## config.mk

```make
export PLATFORM = sky130hd
export DESIGN_NAME = instr_fetch
export DESIGN_NICKNAME = d
export VERILOG_FILES = /design/src/rtl/instr_fetch.sv
export SDC_FILE = /design/constraint.sdc
export NUM_CORES = 1
export LEC_CHECK = 0
export CORE_MARGIN = 2
export CORE_UTILIZATION = 30
export CTS_BUF_LIST = sky130_fd_sc_hd__clkbuf_2
export CTS_CLUSTER_SIZE = 14
export DETAILED_ROUTE_END_ITERATION = 10
export PLACE_DENSITY = 0.59
export SYNTH_ARGS = -nofsm -noshare
export SYNTH_HDL_FRONTEND = slang
export SYNTH_SLANG_ARGS = --single-unit
```

## constraint.sdc

```tcl
create_clock -name clk -period 3 [get_ports clk]
set_input_delay 0.3 -clock clk [delete_from_list [all_inputs] [get_ports clk]]
set_output_delay 0.3 -clock clk [all_outputs]
set_load 0.005 [all_outputs]
```

## src/rtl/instr_fetch.sv

```systemverilog
// instr_fetch: fetch stage of the single-cycle SCC core.
// Owns the PC and reads instruction memory. B, Bcond, BR and HALT are
// resolved here. Every other word goes to the decoder through a registered
// valid/ready IF->ID register. A taken or not-taken branch costs one bubble,
// because branch words are never forwarded to the decoder.
module instr_fetch #(
    parameter int                  PC_WIDTH = 16,
    parameter logic [PC_WIDTH-1:0] RESET_PC = '0
) (
    input  logic                clk,
    input  logic                rst,
    output logic [PC_WIDTH-1:0] imem_addr,
    input  logic [31:0]         imem_data,
    output logic [2:0]          br_reg_addr,
    input  logic [31:0]         br_reg_data,
    input  logic [3:0]          flags,
    input  logic                resume,
    input  logic                id_ready,
    output logic                if_valid,
    output logic [31:0]         if_instr,
    output logic [PC_WIDTH-1:0] if_pc,
    output logic                halted,
    output logic                branch_taken
);

    typedef enum logic {
        ST_RUN    = 1'b0,
        ST_HALTED = 1'b1
    } state_t;

    localparam logic [6:0]          OP_B     = 7'b1100000;
    localparam logic [6:0]          OP_BCOND = 7'b1100001;
    localparam logic [6:0]          OP_BR    = 7'b1100010;
    localparam logic [6:0]          OP_HALT  = 7'b1101000;
    localparam logic [31:0]         NOP_WORD = 32'hC800_0000;
    localparam logic [PC_WIDTH-1:0] PC_ONE   = PC_WIDTH'(1);

    // Architectural state
    state_t              state_q,        state_d;
    logic [PC_WIDTH-1:0] pc_q,           pc_d;
    logic                if_valid_q,     if_valid_d;
    logic [31:0]         if_instr_q,     if_instr_d;
    logic [PC_WIDTH-1:0] if_pc_q,        if_pc_d;
    logic                branch_taken_q, branch_taken_d;

    // Decode of the word currently on imem_data
    logic [6:0]          op;
    logic [3:0]          cond_sel;
    logic [31:0]         off_ext;
    logic [PC_WIDTH-1:0] off;
    logic [PC_WIDTH-1:0] pc_inc;
    logic [PC_WIDTH-1:0] pc_rel;
    logic                cond_true;
    logic                advance;

    // Flag aliases, in the order the ALU packs them
    logic flag_n, flag_z, flag_c, flag_v;

    assign op       = imem_data[31:25];
    assign cond_sel = imem_data[24:21];
    // The offset is relative to the branch's own pc, and the sum wraps at PC_WIDTH.
    assign off_ext  = {{16{imem_data[15]}}, imem_data[15:0]};
    assign off      = off_ext[PC_WIDTH-1:0];
    assign pc_inc   = pc_q + PC_ONE;
    assign pc_rel   = pc_q + off;

    assign {flag_n, flag_z, flag_c, flag_v} = flags;

    // The fetch slot moves when running and the IF->ID register is empty or draining.
    assign advance = (state_q == ST_RUN) && (!if_valid_q || id_ready);

    // Unused instruction fields and the upper register bits (a PC is only PC_WIDTH wide)
    logic unused_bits;
    assign unused_bits = ^{imem_data[20:16], br_reg_data, off_ext};

    // Evaluate the Bcond condition code against the flags of the fetch cycle
    always_comb begin
        // NOTE: every always_comb output gets a default first so no path infers a latch.
        cond_true = 1'b0;
        unique case (cond_sel)
            4'h0: cond_true = flag_z;
            4'h1: cond_true = !flag_z;
            4'h2: cond_true = flag_c;
            4'h3: cond_true = !flag_c;
            4'h4: cond_true = flag_n;
            4'h5: cond_true = !flag_n;
            4'h6: cond_true = flag_v;
            4'h7: cond_true = !flag_v;
            4'h8: cond_true = flag_c && !flag_z;
            4'h9: cond_true = !flag_c || flag_z;
            4'hA: cond_true = (flag_n == flag_v);
            4'hB: cond_true = (flag_n != flag_v);
            4'hC: cond_true = !flag_z && (flag_n == flag_v);
            4'hD: cond_true = flag_z || (flag_n != flag_v);
            4'hE: cond_true = 1'b1;
            4'hF: cond_true = 1'b0;
            default: cond_true = 1'b0;
        endcase
    end

    // Next-state logic: PC redirect, IF->ID register load, and RUN/HALTED control
    always_comb begin
        state_d        = state_q;
        pc_d           = pc_q;
        if_valid_d     = if_valid_q;
        if_instr_d     = if_instr_q;
        if_pc_d        = if_pc_q;
        branch_taken_d = branch_taken_q;

        if (state_q == ST_HALTED) begin
            // The HALT word stays visible until the decoder takes it, and then it is gone.
            if (if_valid_q && id_ready) begin
                if_valid_d = 1'b0;
            end
            if (resume) begin
                pc_d    = pc_inc;
                state_d = ST_RUN;
            end
        end else if (advance) begin
            branch_taken_d = 1'b0;
            unique case (op)
                OP_B: begin
                    pc_d           = pc_rel;
                    if_valid_d     = 1'b0;
                    branch_taken_d = 1'b1;
                end
                OP_BCOND: begin
                    pc_d           = cond_true ? pc_rel : pc_inc;
                    if_valid_d     = 1'b0;
                    branch_taken_d = cond_true;
                end
                OP_BR: begin
                    pc_d           = br_reg_data[PC_WIDTH-1:0];
                    if_valid_d     = 1'b0;
                    branch_taken_d = 1'b1;
                end
                OP_HALT: begin
                    // The decoder still sees HALT. The pc stays on it so resume continues at pc+1.
                    if_instr_d = imem_data;
                    if_pc_d    = pc_q;
                    if_valid_d = 1'b1;
                    state_d    = ST_HALTED;
                end
                default: begin
                    if_instr_d = imem_data;
                    if_pc_d    = pc_q;
                    if_valid_d = 1'b1;
                    pc_d       = pc_inc;
                end
            endcase
        end
    end

    // State registers; reset drops any in-flight instruction immediately
    always_ff @(posedge clk or posedge rst) begin
        if (rst) begin
            state_q        <= ST_RUN;
            pc_q           <= RESET_PC;
            if_valid_q     <= 1'b0;
            if_instr_q     <= NOP_WORD;
            if_pc_q        <= '0;
            branch_taken_q <= 1'b0;
        end else begin
            // NOTE: sequential state uses non-blocking assignment so all flops update together.
            state_q        <= state_d;
            pc_q           <= pc_d;
            if_valid_q     <= if_valid_d;
            if_instr_q     <= if_instr_d;
            if_pc_q        <= if_pc_d;
            branch_taken_q <= branch_taken_d;
        end
    end

    assign imem_addr    = pc_q;
    assign br_reg_addr  = imem_data[24:22];
    assign if_valid     = if_valid_q;
    assign if_instr     = if_instr_q;
    assign if_pc        = if_pc_q;
    assign halted       = (state_q == ST_HALTED);
    assign branch_taken = branch_taken_q;

endmodule

```

# Yosys cells after proc, flatten, opt, wreduce, memory -nomap -nowiden
# Cells that the tools add are included.
# word_totals
register_bits	67
output_inout_bits	70
# classes
add_sub_neg	2
n_eq_ne	24
muxes	15
bitwise	2
reduce_logical	20
# ops
cell	n
two-way mux 16 bit	4
one-hot mux 16 bit (4 select lines)	1
equality test 4 bit, second input constant	8
equality test 7 bit, second input constant	4
adder 16 x 1 -> 16 bit, second input constant	1
adder 16 bit	1
equality test 4 x 3 -> 1 bit, second input constant	4
one-hot mux 1 bit (16 select lines)	1
equality test 4 x 2 -> 1 bit, second input constant	2
two-way mux 1 bit	8
AND reduction 3 bit	2
logical NOT 1 bit	5
equality test 4 x 1 -> 1 bit, second input constant	1
logical AND 1 bit	4
logical NOT 4 bit	1
inequality test 2 bit, second input constant	2
AND reduction 2 bit	2
logical OR 1 bit	3
OR reduction 3 bit	1
inequality test 2 x 1 -> 1 bit, second input constant	1
NOT 1 bit	2
one-hot mux 1 bit (2 select lines)	1
nonzero test 2 bit	1
OR reduction 2 bit	1
2 further kinds	2

# Depth between registers and ports, before layout
# depth
depth_word	7
ltp_mapped	10
depth_no_buf	10

# Worst setup path before layout
# OpenSTA, ideal clock, no wires.
# synth_timing
path_kind	flip-flop to flip-flop
from	register pc_q[0] (netlist: imem_addr[0])
to	register pc_q[8] (netlist: imem_addr[8])
setup_ns	0.126
arrival_time_ns	2.213
slack_ns	0.661
stages_incl_launch_ff	11
n_path_buf	0
synth_period_minus_slack_ns	2.339
cell_sequence	dfrtp_1 -> ha_1 -> inv_1 -> fa_1 -> nor2b_1 -> o31ai_1 -> nand2_1 -> a211oi_1 -> nor2_1 -> a22o_1 -> a221o_1
# synth_via
elab_chain_len	5
word_cells_on_any_way	7
cone_classes	2 x add/sub; 5 x mux
# synth_lines
element	line_no	source
start, declared	40	logic [PC_WIDTH-1:0] pc_q, pc_d;
start signal, assigned	166	pc_q <= pc_d;
adder 16 x 1 -> 16 bit / adder 16 bit (equally long branches)	64, 65	
two-way mux 16 bit	128	pc_d = cond_true ? pc_rel : pc_inc;
one-hot mux 16 bit (4 select lines)	121	unique case (op)
two-way mux 16 bit	119	end else if (advance) begin
two-way mux 16 bit *	110	if (state_q == ST_HALTED) begin
# Mark *: on every way between the ends. The rest lies on a longest branch, timed or not. The select of a mux whose other input is x is not followed.
# A chain may end at the register's enable or synchronous reset.

# Final worst setup path
# layout_timing
from	register pc_q[0] (netlist: imem_addr[0])
to	register pc_q[12] (netlist: imem_addr[12])
# Same word-level chain as after synthesis.

==> qor.yml <==
synth:
  synth_top_flop_cell: "dfrtp_1"
  synth_area_um2: 4130
  synth_cell_types: 66
  async_reset_ff_frac: 1.00
  seq_area_frac_synth: 0.407
  synth_seq_cells: 67
  yosysWarningCount: 0
  syn_area_per_cell_um2: 10.4
  synthCells: 397
  synth_fp_nets: 486
  synth_edf_count: 0
global_routing:
  grt_pass1_vias: 3716
  grt_usage: 0.169
  antenna_found_initial: 0
  grt-ovfl-total: 0
  grt_max_degree: 32
  grt_pass1_wl_um: 19400
clock_tree:
  numCtsBuffers: 9
  cts_max_path_buffers: 2
  clockRootBuffer: "clkbuf_2"
  cts_tree: "yes"
  post_cts_resized: 0
  clock-sinks: 67
  cts_max_level: 3
  cts_setup_buffers: 0
  cts.clk_slew.worst_paths_ns: 0.19
  hold_buffers: 0
  insertion_delay_ns: 0.57
setup_path:
  reg2reg_depth: 10
  critPathSlowestCell: "o31ai_1"
  crit_required_ns: 3.47
  critPathLaunch: "imem_addr[0]$_DFFE_PP0P_"
  crit_arrival_ns: 3.09
  worst-path-buf-inv: 1
  cp_num_cells: 10
  crit_family: "compound AO/OA/AOI/OAI gates"
  worstPathCellList: "ha_1 -> inv_1 -> fa_1 -> nor2b_1 -> o31ai_1 -> a21oi_1 -> o31ai_1 -> a21oi_1 -> a32oi_1 -> o21ai_1"
  critPathMaxFanout: 5
  cp-end-kind: "flop"
  cpPeakStageDelay_ns: 0.57
  worst-setup-path-type: "flop to flop"
  startpoint_type: "flop"
  r2r_start: "imem_addr[0]$_DFFE_PP0P_"
  cp-endpoint: "imem_addr[12]$_DFFE_PP0P_"
  r2r-end: "imem_addr[12]$_DFFE_PP0P_"
  rrSetupSlack_ns: 0.38
sta:
  hold_violations: 0
  clock_skew_ns: 0.0276
  slew_violations: 0
  fin_setup_tns_ns: 0
  fin_crit_sh: 0.873
  max_clock_freq_mhz: 382
  rsz0062_at_grt: "false"
  worst_pin_slew_ns: 0.679
  fin_crit_ns: 2.62
  finalSetupViolations: 0
  relSlewSlack: 0.543
min_path:
  hold_path_class: "primary input to asynchronous set/reset pin"
drt:
  ant_nets: 0
  drtPass1Iterations: 4
  via_count: 3758
  drtIter0Drc: 229
  viasPerCell: 5.26
  drc: 0
  wirelength_um: 12200
  wl_per_cell_um: 17.0
finish:
  nFillCells: 1326
  postLayoutCoreUtil: 0.432
  nNetsFinal: 623
  layout_common_cells: "clkdlybuf4s50_1 (125), dfrtp_1 (64), mux2_2 (48)"
  final_common_cell: "clkdlybuf4s50_1"
  final_cells: 715
  syn_to_final_growth_pct: 39.7
  diodes: 0
  drive_gt1_frac: 0.184
die:
  fp.dieH_um: 121
  die_w_um: 121
  die-area_um2: 14700
  row_count: 42
  core_area_um2: 13300
  start_util: 0.309
  io_pins: 142
power:
  power.density_nw_per_um2: 541
  irDropWorstVdd_mv: 0.244
  cellLeakagePower_nw: 2.33
placement:
  dp_cells: 699
  port_buffers: 125
  hpwl_um: 9330
  place_congestion: 0.844
status:
  status: "finished, final reports clean"
job:
  maxCapViolCount: 0
==> kinds of logic (layout without fill, tap and decap cells) <==
| logic type | Yosys count | after routing | share of synthesized area |
|---|---|---|---|
| DFF | 67 | 67 | 0.407 |
| and+or+nand+nor | 96 | 96 | 0.122 |
| adders and majority gates | 17 | 17 | 0.0533 |
| AOI/OAI and AO/OA | 120 | 120 | 0.213 |
| buffers and inverters | 31 | 173 | 0.0351 |
| muxes | 50 | 50 | 0.136 |
| xor gates and xnor gates | 16 | 16 | 0.0339 |
==> worst min-delay path by stage <==
stage | from | to | slack (ns) | cells after the start
2_1_floorplan | resume | halted$_DFF_PP0_ | 0.40 | 1
3_3_place_gp | if_instr[28]$_DFFE_PP0P_ | if_instr[28]$_DFFE_PP0P_ | 0.49 | 1
3_5_place_dp | branch_taken$_DFFE_PP0P_ | branch_taken$_DFFE_PP0P_ | 0.49 | 2
4_1_cts | rst | if_instr[24]$_DFFE_PP0P_ | 0.01 | 2
5_1_grt | rst | if_valid$_DFFE_PP0P_ | 0.05 | 2
6_report | rst | if_instr[24]$_DFFE_PP0P_ | 0.06 | 2
==> layout make-up <==
cell class              count  area, µm²  area share
repair buffers            147       1420       0.245
clock inverters             3       38.8     0.00672
flip-flops and latches     67       1680       0.291
inverters                  10       37.5     0.00650
clock buffers              13       65.1      0.0113
multi-input cells         299       2310       0.401
well taps                 176        220      0.0382
==> registers in the layout, summed over array words and instances (netlist names) <==
signal        cells
if_instr         32
halted            1
branch_taken      1
if_valid          1
imem_addr        16
if_pc            16
==> cells in the mapped netlist (5+ instances only) <==
cell | instances | area [µm²]
a22oi_1 | 6 | 45.0
o21ai_0 | 21 | 105
a31oi_1 | 5 | 31.3
clkbuf_1 | 8 | 30.0
dfrtp_1 | 64 | 1600
a21oi_1 | 15 | 75.1
a22o_1 | 6 | 52.6
a21o_1 | 7 | 52.6
a221o_1 | 7 | 70.1
nand3_1 | 11 | 55.1
nor4_1 | 7 | 43.8
nor3_1 | 5 | 25.0
buf_2 | 5 | 25.0
nand2b_1 | 6 | 37.5
mux2_2 | 48 | 541
o22ai_1 | 5 | 31.3
inv_1 | 10 | 37.5
a211oi_1 | 6 | 45.0
xnor2_1 | 11 | 96.3
nor2_1 | 17 | 63.8
xor2_1 | 5 | 43.8
ha_1 | 16 | 200
nand2_1 | 25 | 93.8
==> report_power, final <==
part | internal [mW] | total, mW | switching (mW)
logic | 0.773 | 1.40 | 0.629
registers | 1.06 | 1.18 | 0.114
clock network | 0.203 | 0.545 | 0.342
total | 2.04 | 3.12 | 1.08
==> through the flow <==
step	area, µm²	hold slack (ns)	total power, mW	worst slack (ns)
CTS	5770	0.0129	3.17	0.378
finish	5770	0.0573	3.12	0.380
detailed placement	5670	0.492	2.60	0.0361
floorplan	4130	0.399	1.90	0.661
global placement	5670	0.488	2.57	0.129
global route	5770	0.0522	3.34	0.177
==> routing by layer <==
| layer | track usage | share of wire |
|---|---|---|
| met5 | 0 | 0 |
| met3 | 0.0437 | 0.062 |
| met1 | 0.225 | 0.46 |
| met2 | 0.268 | 0.46 |
| met4 | 0.0539 | 0.015 |
(Power assumes the default switching activity.)
